==> config.mk <==
export PLATFORM = sky130hd
export DESIGN_NAME = pc_gen_btb
export DESIGN_NICKNAME = d
export VERILOG_FILES = /design/src/rtl/pc_gen_btb.sv
export SDC_FILE = /design/constraint.sdc
export NUM_CORES = 1
export LEC_CHECK = 0
export BUFFER_PORTS_ARGS = -buffer_cell sky130_fd_sc_hd__buf_2
export CORE_UTILIZATION = 40
export DETAILED_ROUTE_END_ITERATION = 12
export GPL_TIMING_DRIVEN = 0
export PLACE_DENSITY = 0.64
export SLEW_MARGIN = 20
export SYNTH_ARGS = -nofsm -noshare
export SYNTH_HDL_FRONTEND = slang
export SYNTH_SLANG_ARGS = --single-unit
==> constraint.sdc <==
create_clock -name clk -period 10.8 [get_ports clk]
set_input_delay 3.24 -clock clk [delete_from_list [all_inputs] [get_ports clk]]
set_output_delay 3.24 -clock clk [all_outputs]
set_load 0.02 [all_outputs]
==> src/rtl/pc_gen_btb.sv <==
// pc_gen_btb: fetch-PC generator with a direct-mapped branch target buffer.
//
// Each cycle the next fetch PC is chosen from one of these sources, in
// priority order: EX redirect, ID jump, BTB prediction, sequential (+4).
// The BTB is indexed by pc[IDX_W+1:2] and tagged with the remaining upper
// bits. Each entry holds a 2-bit saturating direction counter. The
// prediction for the current pc_o is combinational, so EX can check it.
//
// Ports:
//   clk, rst            clock, synchronous active-high reset
//   stall_all_i         hold PC/source/jump flag, even over a redirect
//   stall_fetch_i       hold PC unless an EX redirect is present
//   ex_redirect_i/_pc_i EX-resolved corrected PC (highest normal priority)
//   id_jump_i/_pc_i     ID-stage unconditional jump destination
//   upd_*_i             BTB training from one resolved branch
//   pc_o                registered fetch PC
//   pc_src_o            0 seq/reset, 1 BTB, 2 ID jump, 3 EX redirect
//   jmp_o               pc_o came from an ID jump
//   pred_taken_o        BTB predicts the instruction at pc_o taken
//   pred_target_o       predicted target, 0 when not predicted taken
module pc_gen_btb #(
  parameter int              ADDR_W      = 32,
  parameter int              BTB_ENTRIES = 16,
  parameter logic [ADDR_W-1:0] RESET_PC  = '0
) (
  input  logic              clk,
  input  logic              rst,
  input  logic              stall_all_i,
  input  logic              stall_fetch_i,
  input  logic              ex_redirect_i,
  input  logic [ADDR_W-1:0] ex_redirect_pc_i,
  input  logic              id_jump_i,
  input  logic [ADDR_W-1:0] id_jump_pc_i,
  input  logic              upd_valid_i,
  input  logic [ADDR_W-1:0] upd_pc_i,
  input  logic              upd_taken_i,
  input  logic [ADDR_W-1:0] upd_target_i,
  output logic [ADDR_W-1:0] pc_o,
  output logic [1:0]        pc_src_o,
  output logic              jmp_o,
  output logic              pred_taken_o,
  output logic [ADDR_W-1:0] pred_target_o
);

  localparam int IDX_W = $clog2(BTB_ENTRIES);
  localparam int TAG_W = ADDR_W - IDX_W - 2;

  localparam logic [1:0] SRC_SEQ = 2'd0;
  localparam logic [1:0] SRC_BTB = 2'd1;
  localparam logic [1:0] SRC_ID  = 2'd2;
  localparam logic [1:0] SRC_EX  = 2'd3;

  // ---------------------------------------------------------------------
  // PC state
  // ---------------------------------------------------------------------
  logic [ADDR_W-1:0] r_pc;
  logic [1:0]        r_src;
  logic              r_jmp;

  logic [ADDR_W-1:0] w_pc_next;
  logic [1:0]        w_src_next;
  logic              w_jmp_next;

  // ---------------------------------------------------------------------
  // BTB read view (one element per entry, driven from the generate block)
  // ---------------------------------------------------------------------
  logic              w_valid  [BTB_ENTRIES];
  logic [TAG_W-1:0]  w_tag    [BTB_ENTRIES];
  logic [ADDR_W-1:0] w_target [BTB_ENTRIES];
  logic [1:0]        w_ctr    [BTB_ENTRIES];

  // Lookup on the current fetch PC
  logic [IDX_W-1:0]  w_idx;
  logic [TAG_W-1:0]  w_lk_tag;
  logic              w_hit;
  logic              w_pred_taken;

  assign w_idx        = r_pc[IDX_W+1:2];
  assign w_lk_tag     = r_pc[ADDR_W-1:IDX_W+2];
  assign w_hit        = w_valid[w_idx] && (w_tag[w_idx] == w_lk_tag);
  assign w_pred_taken = w_hit && w_ctr[w_idx][1];

  assign pred_taken_o  = w_pred_taken;
  assign pred_target_o = w_pred_taken ? w_target[w_idx] : '0;

  // Training lookup: hit/miss is decided against pre-update contents, so a
  // same-cycle fetch lookup also sees the old entry.
  logic [IDX_W-1:0]  w_upd_idx;
  logic [TAG_W-1:0]  w_upd_tag;
  logic              w_upd_hit;

  assign w_upd_idx = upd_pc_i[IDX_W+1:2];
  assign w_upd_tag = upd_pc_i[ADDR_W-1:IDX_W+2];
  assign w_upd_hit = w_valid[w_upd_idx] && (w_tag[w_upd_idx] == w_upd_tag);

  // Byte-offset bits of instruction addresses carry no information here.
  logic w_unused;
  assign w_unused = &{1'b0, upd_pc_i[1:0]};

  // ---------------------------------------------------------------------
  // BTB entries
  // ---------------------------------------------------------------------
  genvar gi;
  generate
    for (gi = 0; gi < BTB_ENTRIES; gi++) begin : g_entry
      logic              r_valid;
      logic [TAG_W-1:0]  r_tag;
      logic [ADDR_W-1:0] r_target;
      logic [1:0]        r_ctr;
      logic              w_sel;

      assign w_sel = upd_valid_i && (w_upd_idx == IDX_W'(gi));

      always_ff @(posedge clk) begin
        if (rst) begin
          r_valid <= 1'b0;
          r_ctr   <= 2'b00;
        end else if (w_sel) begin
          if (w_upd_hit) begin
            if (upd_taken_i) begin
              r_ctr    <= (r_ctr == 2'b11) ? r_ctr : r_ctr + 2'b01;
              r_target <= upd_target_i;
            end else begin
              r_ctr    <= (r_ctr == 2'b00) ? r_ctr : r_ctr - 2'b01;
            end
          end else if (upd_taken_i) begin
            // Allocate or replace an aliasing entry, starting weakly taken.
            r_valid  <= 1'b1;
            r_tag    <= w_upd_tag;
            r_target <= upd_target_i;
            r_ctr    <= 2'b10;
          end
        end
      end

      assign w_valid[gi]  = r_valid;
      assign w_tag[gi]    = r_tag;
      assign w_target[gi] = r_target;
      assign w_ctr[gi]    = r_ctr;
    end
  endgenerate

  // ---------------------------------------------------------------------
  // Next-PC selection
  // ---------------------------------------------------------------------
  always_comb begin
    w_pc_next  = r_pc;
    w_src_next = r_src;
    w_jmp_next = r_jmp;
    if (stall_all_i) begin
      // hold everything
    end else if (ex_redirect_i) begin
      w_pc_next  = ex_redirect_pc_i;
      w_src_next = SRC_EX;
      w_jmp_next = 1'b0;
    end else if (stall_fetch_i) begin
      // hold everything
    end else if (id_jump_i) begin
      w_pc_next  = id_jump_pc_i;
      w_src_next = SRC_ID;
      w_jmp_next = 1'b1;
    end else if (w_pred_taken) begin
      w_pc_next  = w_target[w_idx];
      w_src_next = SRC_BTB;
      w_jmp_next = 1'b0;
    end else begin
      w_pc_next  = r_pc + ADDR_W'(4);
      w_src_next = SRC_SEQ;
      w_jmp_next = 1'b0;
    end
  end

  always_ff @(posedge clk) begin
    if (rst) begin
      r_pc  <= RESET_PC;
      r_src <= SRC_SEQ;
      r_jmp <= 1'b0;
    end else begin
      r_pc  <= w_pc_next;
      r_src <= w_src_next;
      r_jmp <= w_jmp_next;
    end
  end

  assign pc_o     = r_pc;
  assign pc_src_o = r_src;
  assign jmp_o    = r_jmp;

endmodule

Word-level counts from Yosys, hierarchy flattened:

Cells that the tools add are included.

* flip-flop bits (word level): 1011
* input bits: 136
* output and inout port bits: 68
* word-level logic and storage cells: 370

* add/sub/neg operators: 33
* magnitude comparators: 2
* equality and inequality tests: 66
* muxes and demuxes: 95
* bitwise operators: 5
* reduce and logical (&&, ||, !) cells: 102

Operators by type and width (count)
* 32-bit two-way mux: 7
* 26-bit binary-select mux with 4-bit select: 2
* 2-bit two-way mux: 70
* 32-bit binary-select mux with 4-bit select: 1
* 4-bit AND reduction: 32
* 26-bit two-way mux: 4
* 3-bit AND reduction: 32
* 26-bit equality test: 2
* 3-bit != test (second input constant): 16
* 2-bit by 1-bit adder with 2-bit output (second input constant): 16
* 32-bit by 3-bit adder with 32-bit output (second input constant): 1
* 2-bit equality test (second input constant): 16
* 4-bit equality test (second input constant): 8
* 2-bit zero test: 16
* 2-bit != test (second input constant): 16
* 2-bit by 1-bit subtractor with 2-bit output (second input constant): 16
* 1-bit logical AND: 19
* 4-bit by 3-bit equality test with 1-bit output (second input constant): 4
* 5-bit >= comparator (second input constant): 2
* 4-bit NOT with 5-bit output: 2
* 1-bit binary-select mux with 4-bit select: 2
* 2-bit binary-select mux with 4-bit select: 1
* 4-bit by 2-bit equality test with 1-bit output (second input constant): 2
* 1-bit two-way mux: 8
* 6 further kinds: 8

Depth between registers and ports, before layout:

* depth in word-level cells: 11
* mapped depth: 16
* gate-level depth less buffers: 10

Worst setup path after synthesis:

No wires, ideal clock.

* path type: input -> register
* start: in upd_pc_i[2]
* end: reg g_entry[12].r_tag[0] (enable)
* library setup time: 0.409 ns
* data arrival time: 6.865 ns
* data required time: 10.391 ns
* setup slack: 3.526 ns
* stages: 12
* buffers on the path: 5
* cells stage by stage: buf_4 > buf_6 > buf_2 > mux4_2 > mux4_2 > xnor2_1 > nand3_1 > and4bb_1 > buf_4 > nand2b_1 > buf_2 > nor2_1

* cells in the longest elaborated chain, start to end: 8
* elaborated cells on any way between the ends: 13
* classes of those cells: eq/ne (2); mux (6); bitwise (2); reduce/logical (3)

Ends and longest elaborated chain
* from (decl): RTL line 35 `input logic [ADDR_W-1:0] upd_pc_i,`
* 4-bit NOT with 5-bit output (not written as such): RTL line 94 `assign w_upd_hit = w_valid[w_upd_idx] && (w_tag[w_upd_idx] == w_upd_tag);`
* 26-bit binary-select mux with 4-bit select: RTL line 94
* 26-bit two-way mux (not written as such) (2 in series): RTL line 94
* 26-bit equality test: RTL line 94
* 1-bit logical AND: RTL line 94
* 1-bit NOT (no line)
* 4-bit AND reduction (no line) *
* to (signal assigned): RTL line 129 `r_tag <= w_upd_tag;`
* to (decl): RTL line 107 `logic [TAG_W-1:0] r_tag;`

Every way passes the cells marked *; elsewhere a longest branch is shown, timed or not. The select of a mux whose other input is x is not followed.
A chain may end at the register's enable or synchronous reset.

Final worst setup path:

* start: reg r_pc[2], in the netlist pc_o[2]
* end: out pred_target_o[16]

* cells in the longest elaborated chain, start to end: 8
* elaborated cells on any way between the ends: 17
* classes of those cells: eq/ne (1); mux (13); bitwise (1); reduce/logical (2)

Ends and longest elaborated chain
* from (decl): RTL line 56 `logic [ADDR_W-1:0] r_pc;`
* from (signal assigned): RTL line 179 `r_pc <= w_pc_next;`
* 4-bit NOT with 5-bit output (not written as such) *: RTL line 80, 81, 84
* 26-bit binary-select mux with 4-bit select: RTL line 80 `assign w_hit = w_valid[w_idx] && (w_tag[w_idx] == w_lk_tag);`
* 26-bit two-way mux (not written as such) (2 in series): RTL line 80
* 26-bit equality test: RTL line 80
* 1-bit logical AND: RTL line 80
* 1-bit logical AND: RTL line 81 `assign w_pred_taken = w_hit && w_ctr[w_idx][1];`
* 32-bit two-way mux *: RTL line 84 `assign pred_target_o = w_pred_taken ? w_target[w_idx] : '0;`
* to (decl): RTL line 42 `output logic [ADDR_W-1:0] pred_target_o`

Marked as above.

==> run metrics <==
Finished Core Util 0.473; fmax 107 MHz; root buf cell clkbuf_16; crit path DAT 6.13 ns; cts hold-fix bufs 0; buffer depth of the longest clock path 3; CTS tree yes; Distinct cells, synth 83; WL final 154000 um; FP Rows 123; worst slew pin tran 1.17 ns; Port Buf Inserts 196; placed cells 4377; leak pwr 16.9 nW; Switching Power 2.21 mW; Clk pin slew, worst setup/hold paths 0.06 ns; post-cts resize count 0; Int Pwr 6.69 mW; power after layout 8.91 mW; Flop pwr share 0.489; Max-slew headroom 0.195; first-pass GRT wire length 214000 um; Via density 6.25; Starting Density 0.404; met3 Usage GRT 0.0696; GRT overflow 0; initial antenna violation count 18; Detailed Route Iter0 Violations 4233; Ys Warns 0; synthesized area per cell 17.3 um2; CTS Buf Count 103; critical path type reg -> out; # clock sinks 1011; routing usage on met2 0.413; drt drc 0; number of global-route vias before repair 27600; pwr dens 167 nW/um2; Pins Over Slew Limit 0; Total GRT Usage 0.265; Crit. End Element output pin; Area Growth Syn to Fin 17.2%; Post-synth ARST share 0; CP startpoint kind flip-flop; # fillers 9467; Placer Congestion 0.989; Layout Cells excl Fill 4573; CP Max Fanout 10; DIE HEIGHT 339 um; drt pass-1 iters 6; sequential cell area fraction in the yosys report 0.649; Critical path origin pc_o[2]; die width 339 um; final hold vios 0; nets 3119; Synth Flop Type edfxtp_1; Clock Power Share 0.405; worst-case vdd ir drop 137 uV; vias 28600; DRT antenna net count 0; layout cells sized above 1 0.293; die area 115000 um2; Final setup violation count 0; Setup Buffers After CTS 0; met1 global-route usage 0.366; data required time of the critical path 7.56 ns; Sw Share 0.248; core area 113000 um2; combinational power share 0.106; Post-synth EDFFs 928; HPWL Detailed 110000 um; syn nets 2764; Clk Latency, worst-skew pair 0.72 ns; worst hold start pc_src_o[1]; Max-cap violations 0; most common cell after layout, fill and taps aside edfxtp_1; Hold/Removal Path Class reg -> reg; commonest non-fill, non-tap cells in the layout edfxtp_1, mux4_2, buf_2; total I/O pin count 204; status completed; Synth Instances 2627; RSZ-0062 raised after global routing no; reg2reg start pc_o[2]; H-tree lvl count 3; GRT busiest layer met2; Final Skew 0.0705 ns; Synth Register Bits 1011; mean routed wirelength per cell 33.7 um; minimum clock period after layout 9.37 ns; pin count of the biggest net entering global routing 22; Cell Area, Synth 45500 um2; final cycle utilization of the critical path 0.867
## worst max-delay path, cell delays in order, from the launching register on
cell and delay [ns]:
dfxtp_1 0.68, buf_6 0.28, buf_6 0.24, buf_6 0.23, buf_2 0.31, buf_2 0.50
mux2i_1 0.31, xor2_1 0.49, a21oi_1 0.30, nor3_1 0.26, and4bb_1 0.35, nand3_2 0.19
inv_2 0.17, buf_2 0.29, buf_2 0.34, and2_1 0.24, buf_2 0.18
## layer usage
layer	wire (um)	up-vias
met3	18500	281
met5	138	-
li1	-	11400
met4	4960	20
met1	59500	14900
met2	70900	1925
## state kept, by name, summed over array words and instances (netlist names)
register / cells
pc_o: 32
g_entry.r_tag: 416
g_entry.r_target: 512
pc_src_o: 2
g_entry.r_ctr: 32
g_entry.r_valid: 16
jmp_o: 1
## area by class of cell
| type | instances | area (um2) | share of cell area |
|---|---|---|---|
| inverters | 62 | 233 | 0.00436 |
| clock inverters | 55 | 646 | 0.0121 |
| diodes | 4 | 10.0 | 0.000188 |
| plain buffers | 186 | 1000 | 0.0188 |
| repair buffers | 250 | 2290 | 0.0430 |
| flip-flops and latches | 1011 | 29500 | 0.554 |
| well taps | 1500 | 1880 | 0.0352 |
| multi-input cells | 1368 | 15000 | 0.281 |
| clock buffers | 137 | 2770 | 0.0518 |
## Yosys cell counts (all sizes together) (26+ instances only)
cell	number	area share
dfxtp	83	0.037
mux4	359	0.18
nand2	136	0.011
mux2i	139	0.031
nor2	123	0.010
and2	34	0.0047
inv	60	0.0049
a21boi	26	0.0043
edfxtp	928	0.61
a21oi	71	0.0078
xnor2	63	0.012
o21ai	70	0.0077
buf	100	0.015
clkbuf	86	0.0071
a211oi	33	0.0056
nand3	38	0.0043
a221oi	38	0.0075
## cell families (layout without fill, tap and decap cells)
family | after synthesis | count (layout) | synth area share
compound gates | 352 | 352 | 0.0522
xor+xnor | 83 | 83 | 0.0160
fa+ha+maj | 1 | 1 | 0.000275
buf+inv | 248 | 690 | 0.0271
flops | 1011 | 1011 | 0.649
mux | 503 | 503 | 0.210
other cells | 0 | 4 | 0
simple gates | 429 | 429 | 0.0459
## power by group through the flow
| stage | Combinational, mW | Clock (mW) | Sequential (mW) |
|---|---|---|---|
| CTS | 0.932 | 3.63 | 4.35 |
| global route | 0.982 | 3.77 | 4.35 |
| floorplan | 0.527 | 0 | 4.43 |
| finish | 0.947 | 3.61 | 4.35 |
| detailed placement | 0.929 | 0 | 4.43 |
| global placement | 0.913 | 0 | 4.43 |
## per-stage QoR
stage          setup WS [ns]  instance area [um2]  hold WS (ns)  setup TNS (ns)
6_report                1.43                53300         0.469               0
5_1_grt                 1.37                53300         0.483               0
4_1_cts                 1.65                53300         0.465               0
3_5_place_dp            2.12                49900         0.449               0
3_3_place_gp          -0.280                48400         0.455          -19.11
2_1_floorplan           3.53                45500         0.455               0
## path summary, 6_finish.rpt
path | endpoint | slack (ns) | cells after the start
min | pc_src_o[1] | 0.47 | 2
max reg2reg | pc_o[3] | 5.71 | 13
min reg2reg | pc_src_o[1] | 0.47 | 2
max | pred_target_o[16] | 1.43 | 16
(Power assumes the default switching activity.)
